===== src/rtl/cu_step_sequencer.sv =====
// ---------------------------------------------------------------------------
// cu_step_sequencer
//   Control-unit step clock. Generates the one-hot T-step (within an M-cycle)
//   and M-count (within an opcode) strobes, the IR-read slot, the
//   fetch-initialise flag, HALT sleep/wake and the interrupt-dispatch request.
//
// Parameters
//   T_PER_M  T-cycles per M-cycle (power of two, >= 2)
//   MAX_M    maximum M-cycles per opcode (power of two, >= 2)
//   NUM_IRQ  interrupt request lines (<= 8)
//
// Optional feature macro: CU_WATCHDOG_EN
//   When defined, a counter overflow latches a sticky fault that parks the
//   sequencer at step 0 until i_Rst. When undefined, o_Fault is tied low.
//
// Ports
//   i_Clk, i_Rst          clock, synchronous active-high reset
//   i_Enable              clock enable; nothing changes while low
//   i_Reset_Cycle         end-of-opcode request (next step is 0)
//   i_Halt                HALT request
//   i_IME, i_Interrupts   master enable and IE-masked pending lines
//   o_IR_Read             step-0 IR-read slot
//   o_T_Step, o_M_Count   one-hot strobes (all zero in step 0)
//   o_Initialize_Fetch    fetch microcode owns the current M-cycle
//   o_Halted              core sleeping in HALT
//   o_Handle_Interrupt    dispatch request (combinational)
//   o_Irq_Index           lowest-numbered pending line
//   o_Wrap                one-cycle overflow pulse
//   o_Fault               sticky watchdog fault
// ---------------------------------------------------------------------------
module cu_step_sequencer #(
  parameter int T_PER_M = 4,
  parameter int MAX_M   = 8,
  parameter int NUM_IRQ = 5
) (
  input  logic               i_Clk,
  input  logic               i_Rst,
  input  logic               i_Enable,
  input  logic               i_Reset_Cycle,
  input  logic               i_Halt,
  input  logic               i_IME,
  input  logic [NUM_IRQ-1:0] i_Interrupts,
  output logic               o_IR_Read,
  output logic [T_PER_M-1:0] o_T_Step,
  output logic [MAX_M-1:0]   o_M_Count,
  output logic               o_Initialize_Fetch,
  output logic               o_Halted,
  output logic               o_Handle_Interrupt,
  output logic [2:0]         o_Irq_Index,
  output logic               o_Wrap,
  output logic               o_Fault
);

  localparam int STEPS = T_PER_M * MAX_M;
  localparam int SW    = $clog2(STEPS);
  localparam int TW    = $clog2(T_PER_M);

  logic [SW-1:0]      r_Step;
  logic               r_Init_Fetch;
  logic               r_Halted;
  logic               r_Wrap;

  logic               w_Pending;
  logic               w_At_Max;
  logic               w_Halt_Loop;
  logic               w_Fault;
  logic               w_Step_Zero;
  logic [TW-1:0]      w_T_Idx;
  logic [SW-TW-1:0]   w_M_Idx;
  logic [2:0]         w_Irq_Index;

  assign w_Pending   = |i_Interrupts;
  assign w_At_Max    = (r_Step == SW'(STEPS - 1));
  // A sleeping core only ever replays the first M-cycle.
  assign w_Halt_Loop = r_Halted && (r_Step == SW'(T_PER_M - 1));
  assign w_Step_Zero = (r_Step == '0);
  assign w_T_Idx     = r_Step[TW-1:0];
  assign w_M_Idx     = r_Step[SW-1:TW];

`ifdef CU_WATCHDOG_EN
  logic r_Fault;
  assign w_Fault = r_Fault;
`else
  assign w_Fault = 1'b0;
`endif

  always_ff @(posedge i_Clk) begin
    if (i_Rst) begin
      r_Step       <= '0;
      r_Init_Fetch <= 1'b1;
      r_Halted     <= 1'b0;
      r_Wrap       <= 1'b0;
`ifdef CU_WATCHDOG_EN
      r_Fault      <= 1'b0;
`endif
    end else if (i_Enable) begin
      r_Wrap <= 1'b0;
      if (w_Fault) begin
        // Parked: all requests ignored until reset.
        r_Step       <= '0;
        r_Init_Fetch <= 1'b1;
      end else begin
        if (i_Reset_Cycle) begin
          r_Step       <= '0;
          r_Init_Fetch <= 1'b0;
        end else if (w_Halt_Loop) begin
          r_Step <= '0;
        end else if (w_At_Max) begin
          r_Step <= '0;
          r_Wrap <= 1'b1;
`ifdef CU_WATCHDOG_EN
          r_Fault      <= 1'b1;
          r_Init_Fetch <= 1'b1;
`endif
        end else begin
          r_Step <= r_Step + 1'b1;
        end
        // Wake beats halt; HALT with a pending line never sleeps. Halt also
        // wins the fetch flag over an end-of-opcode on the same edge, since
        // HALT is normally issued together with i_Reset_Cycle.
        if (w_Pending) begin
          r_Halted <= 1'b0;
        end else if (i_Halt) begin
          r_Halted     <= 1'b1;
          r_Init_Fetch <= 1'b1;
        end
      end
    end else begin
      r_Wrap <= 1'b0;
    end
  end

  // Lowest-numbered pending line wins; scan from the top so bit 0 overrides.
  always_comb begin
    w_Irq_Index = 3'd0;
    for (int i = NUM_IRQ - 1; i >= 0; i--) begin
      if (i_Interrupts[i]) w_Irq_Index = 3'(i);
    end
  end

  assign o_IR_Read          = w_Step_Zero;
  assign o_T_Step           = w_Step_Zero ? '0 : ({{(T_PER_M-1){1'b0}}, 1'b1} << w_T_Idx);
  assign o_M_Count          = w_Step_Zero ? '0 : ({{(MAX_M-1){1'b0}}, 1'b1} << w_M_Idx);
  assign o_Initialize_Fetch = r_Init_Fetch;
  assign o_Halted           = r_Halted;
  assign o_Handle_Interrupt = i_Reset_Cycle & i_IME & w_Pending & ~r_Halted & ~w_Fault;
  assign o_Irq_Index        = w_Irq_Index;
  assign o_Wrap             = r_Wrap;
  assign o_Fault            = w_Fault;

endmodule


===== config.mk =====
export PLATFORM = sky130hd
export DESIGN_NAME = cu_step_sequencer
export DESIGN_NICKNAME = d
export VERILOG_FILES = /design/src/rtl/cu_step_sequencer.sv
export SDC_FILE = /design/constraint.sdc
export NUM_CORES = 1
export LEC_CHECK = 0
export BUFFER_PORTS_ARGS = -buffer_cell sky130_fd_sc_hd__clkbuf_2
export CAP_MARGIN = 20
export CORE_UTILIZATION = 30
export CTS_CLUSTER_SIZE = 24
export DETAILED_ROUTE_END_ITERATION = 7
export PLACE_DENSITY = 0.54
export SLEW_MARGIN = 20
export SYNTH_ARGS = -nofsm -noshare
export SYNTH_HDL_FRONTEND = slang
export SYNTH_SLANG_ARGS = --single-unit
export TNS_END_PERCENT = 10

===== constraint.sdc =====
create_clock -name i_Clk -period 3.4 [get_ports i_Clk]
set_input_delay 0.17 -clock i_Clk [delete_from_list [all_inputs] [get_ports i_Clk]]
set_output_delay 0.17 -clock i_Clk [all_outputs]
set_load 0.005 [all_outputs]

==> load_flow_metrics.sql <==
INSERT INTO impl_metrics (metric_group, metric, value, unit) VALUES
('power_and_ir_drop', 'powerDensity', '253', 'nW/um^2'),
('logic_synthesis', 'yosys-mux-area-fraction', '0', ''),
('grt', 'wire_length_of_the_first_global_routing_pass', '2260', 'um'),
('critical_path', 'cp-endpoint', 'r_Step[1]', ''),
('sta', 'clock_skew', '0.00372', 'ns'),
('grt', 'grt_start_max_net_pins', '16', ''),
('critical_path', 'crit-reg2reg-launch', 'r_Step[0]', ''),
('cts', 'cts_tree', 'yes', ''),
('cts', 'cts_setup_buffers', '0', ''),
('logic_synthesis', 'synth_async_sr_flop_share', '0', ''),
('power_and_ir_drop', 'share_comb_of_total_power', '0.167', ''),
('critical_path', 'crit_chain', 'ha_1, and3_1, ha_1, nor2_1, o2111ai_1, a21oi_1', ''),
('logic_synthesis', 'number_of_enable_flip_flop_cells_after_synthesis', '0', ''),
('floorplanning', 'core_region_area', '1960', 'sq um'),
('detailed_routing', 'routed_wl', '1480', 'um'),
('placement', 'place.gp.congestion', '0.755', ''),
('power_and_ir_drop', 'clock_power_share', '0.343', ''),
('logic_synthesis', 'yosysSeqAreaShare', '0.257', ''),
('logic_synthesis', 'yosys_most_used_dff', 'sky130_fd_sc_hd__dfxtp_1', ''),
('grt', 'antenna_found_initial', '0', ''),
('sta', 'setup_viol_count_final', '0', ''),
('cts', 'clk_path_buf_depth', '2', ''),
('detailed_routing', 'route.detailed.wl_per_inst', '11.1', 'um'),
('logic_synthesis', 'yosys.area_share.adder', '0.100', ''),
('cts', 'clkLatencyLatePin', '0.25', 'ns'),
('final_layout', 'post-route-cell-area', '796', 'sq um'),
('final_layout', 'fin_nets', '125', ''),
('power_and_ir_drop', 'power.sequential.fraction', '0.491', ''),
('logic_synthesis', 'mappedNetlistNets', '96', ''),
('logic_synthesis', 'synthesis.instances', '80', ''),
('critical_path', 'timing_worst_setup_path_type', 'reg2reg', ''),
('detailed_routing', 'via_per_inst', '4.96', ''),
('sta', 'maxClockFrequency', '609', 'MHz'),
('status', 'run_status', 'finished clean', ''),
('floorplanning', 'die_h', '47.6', 'um'),
('cts', 'cts_hold_repair.buffers', '0', ''),
('cts', 'cts_resized', '0', ''),
('logic_synthesis', 'largest_family_of_logic_cells_by_synthesized_area', 'simple AND/OR/NAND/NOR gates', ''),
('final_layout', 'fillers', '222', ''),
('logic_synthesis', 'post_synth_xor_area_fraction', '0', ''),
('power_and_ir_drop', 'net-switching-power', '49.6', 'uW'),
('critical_path', 'r2r-end', 'r_Step[1]', ''),
('final_layout', 'p_r_area_growth_vs_syn', '27.5', '%'),
('critical_path', 'setup.worst_path.end_class', 'flop', ''),
('detailed_routing', 'initial_drc_count', '13', ''),
('sta', 'report.final.hold_viol_count', '0', ''),
('placement', 'place.port_buffers', '30', ''),
('final_layout', 'stdcell_count', '134', ''),
('cts', 'cts-buffers-inserted', '3', ''),
('grt', 'groute.usage.overall', '0.145', ''),
('critical_path', 'crit_path_start', 'r_Step[0]', ''),
('floorplanning', 'num_io_pins', '32', ''),
('final_layout', 'sequential_cell_area', '160', 'sq um'),
('logic_synthesis', 'synth.cell_area', '624', 'sq um'),
('grt', 'grt_pass1_vias', '512', ''),
('cts', 'clock_transition_at_the_registers_of_the_reported_paths', '0.05', 'ns'),
('critical_path', 'crit_slowest_cell', 'sky130_fd_sc_hd__dfxtp_1', ''),
('detailed_routing', 'ant_nets', '0', ''),
('critical_path', 'cp_slowest_stage_delay', '0.35', 'ns'),
('floorplanning', 'floorplan.initialDensity', '0.318', ''),
('floorplanning', 'fp-row-count', '16', ''),
('cts', 'cts.sinks', '8', ''),
('run', 'drv_cap', '0', ''),
('cts', 'htreeDepth', '1', ''),
('final_layout', 'antenna_cells_inserted', '0', ''),
('detailed_routing', 'drc', '0', ''),
('placement', 'dp_cells', '131', ''),
('critical_path', 'cp-start-kind', 'flop', ''),
('power_and_ir_drop', 'internal_power', '152', 'uW'),
('cts', 'cts-root-buf', 'sky130_fd_sc_hd__clkbuf_4', ''),
('placement', 'placedInstanceArea', '773', 'sq um');
-- area by class of cell --
| cell class | count | share of cell area |
|---|---|---|
| Tap cell | 27 | 0.0425 |
| Timing Repair Buffer | 30 | 0.189 |
| Sequential cell | 8 | 0.201 |
| Inverter | 4 | 0.0189 |
| Multi-Input combinational cell | 62 | 0.520 |
| Clock buffer | 3 | 0.0283 |
-- stage by stage --
step                power [uW]  worst slack [ns]  hold slack [ns]
CTS                        207              1.77            0.168
floorplan                  118              1.92            0.318
global route               216              1.62            0.207
global placement           134              1.80            0.440
detailed placement         134              1.79            0.440
finish                     202              1.76            0.183
-- power by group through the flow --
| stage | combinational (uW) | sequential (uW) | clock, uW |
|---|---|---|---|
| 3_3_place_gp | 33.3 | 101 | 0 |
| 3_5_place_dp | 33.6 | 101 | 0 |
| 2_1_floorplan | 18.2 | 100 | 0 |
| 5_1_grt | 38.2 | 99.2 | 78.1 |
| 4_1_cts | 33.8 | 98.8 | 74.0 |
| 6_report | 33.6 | 98.9 | 69.0 |
-- registers in the layout, summed over array words and instances, names as in the netlist --
name	count
o_Halted	1
o_Initialize_Fetch	1
r_Step	5
o_Wrap	1
-- synth_stat cells (3+ instances only) --
cell type / n / share of area
sky130_fd_sc_hd__ha_1: 5 / 0.10
sky130_fd_sc_hd__clkbuf_1: 3 / 0.018
sky130_fd_sc_hd__dfxtp_1: 8 / 0.26
sky130_fd_sc_hd__nor3_1: 4 / 0.032
sky130_fd_sc_hd__nand2b_1: 3 / 0.030
sky130_fd_sc_hd__inv_1: 4 / 0.024
sky130_fd_sc_hd__a21oi_1: 5 / 0.040
sky130_fd_sc_hd__and2_1: 3 / 0.030
sky130_fd_sc_hd__nor3b_1: 3 / 0.036
sky130_fd_sc_hd__nand2_1: 5 / 0.030
sky130_fd_sc_hd__nor2b_1: 5 / 0.050
sky130_fd_sc_hd__nor2_1: 6 / 0.036
-- logic make-up (layout without fill, tap and decap cells) --
logic type | count (synthesis) | in the layout
DFF | 8 | 8
adders and majority gates | 5 | 5
and+or+nand+nor | 42 | 42
buffers and inverters | 10 | 37
other | 1 | 1
AOI/OAI and AO/OA | 14 | 14
-- cell usage in the layout (no fill, tap or decap), types with 2 or more instances in the layout --
cell type / instances
sky130_fd_sc_hd__ha_1: 5
sky130_fd_sc_hd__nor3b_1: 3
sky130_fd_sc_hd__nor2_1: 6
sky130_fd_sc_hd__nor3_1: 4
sky130_fd_sc_hd__nand3_1: 2
sky130_fd_sc_hd__o2111ai_1: 2
sky130_fd_sc_hd__nand2_1: 5
sky130_fd_sc_hd__clkbuf_2: 30
sky130_fd_sc_hd__and4b_1: 2
sky130_fd_sc_hd__clkbuf_4: 3
sky130_fd_sc_hd__and2_1: 3
sky130_fd_sc_hd__inv_1: 4
sky130_fd_sc_hd__nor2b_1: 5
sky130_fd_sc_hd__a31oi_1: 2
sky130_fd_sc_hd__dfxtp_1: 8
sky130_fd_sc_hd__nand2b_1: 3
sky130_fd_sc_hd__a21oi_1: 5
-- worst min path at each step --
stage	start	to	slack, ns	cells past startpoint
after global placement	i_Halt	o_Initialize_Fetch	0.44	3
after global routing	i_Halt	o_Initialize_Fetch	0.21	3
final	i_Halt	o_Initialize_Fetch	0.18	3
after CTS	i_Halt	o_Initialize_Fetch	0.17	3
after detailed placement	i_Halt	o_Initialize_Fetch	0.44	3
after floorplan	i_Halt	o_Initialize_Fetch	0.32	2
-- layer usage --
metal  part of all wire  track usage  up-vias
li1                   -            -      339
met1               0.48        0.176      304
met3              0.052       0.0717        0
met2               0.46        0.225       21
met5                  0            0        -
met4                  0       0.0444        0
-- worst max-delay path: cells and delay by family (launching register included) --
| kind | cells | cell delay [ns] |
|---|---|---|
| compound gates | 2 | 0.30 |
| fa+ha+maj | 2 | 0.51 |
| flops | 1 | 0.35 |
| simple gates | 2 | 0.40 |
(Power assumes the default switching activity.)
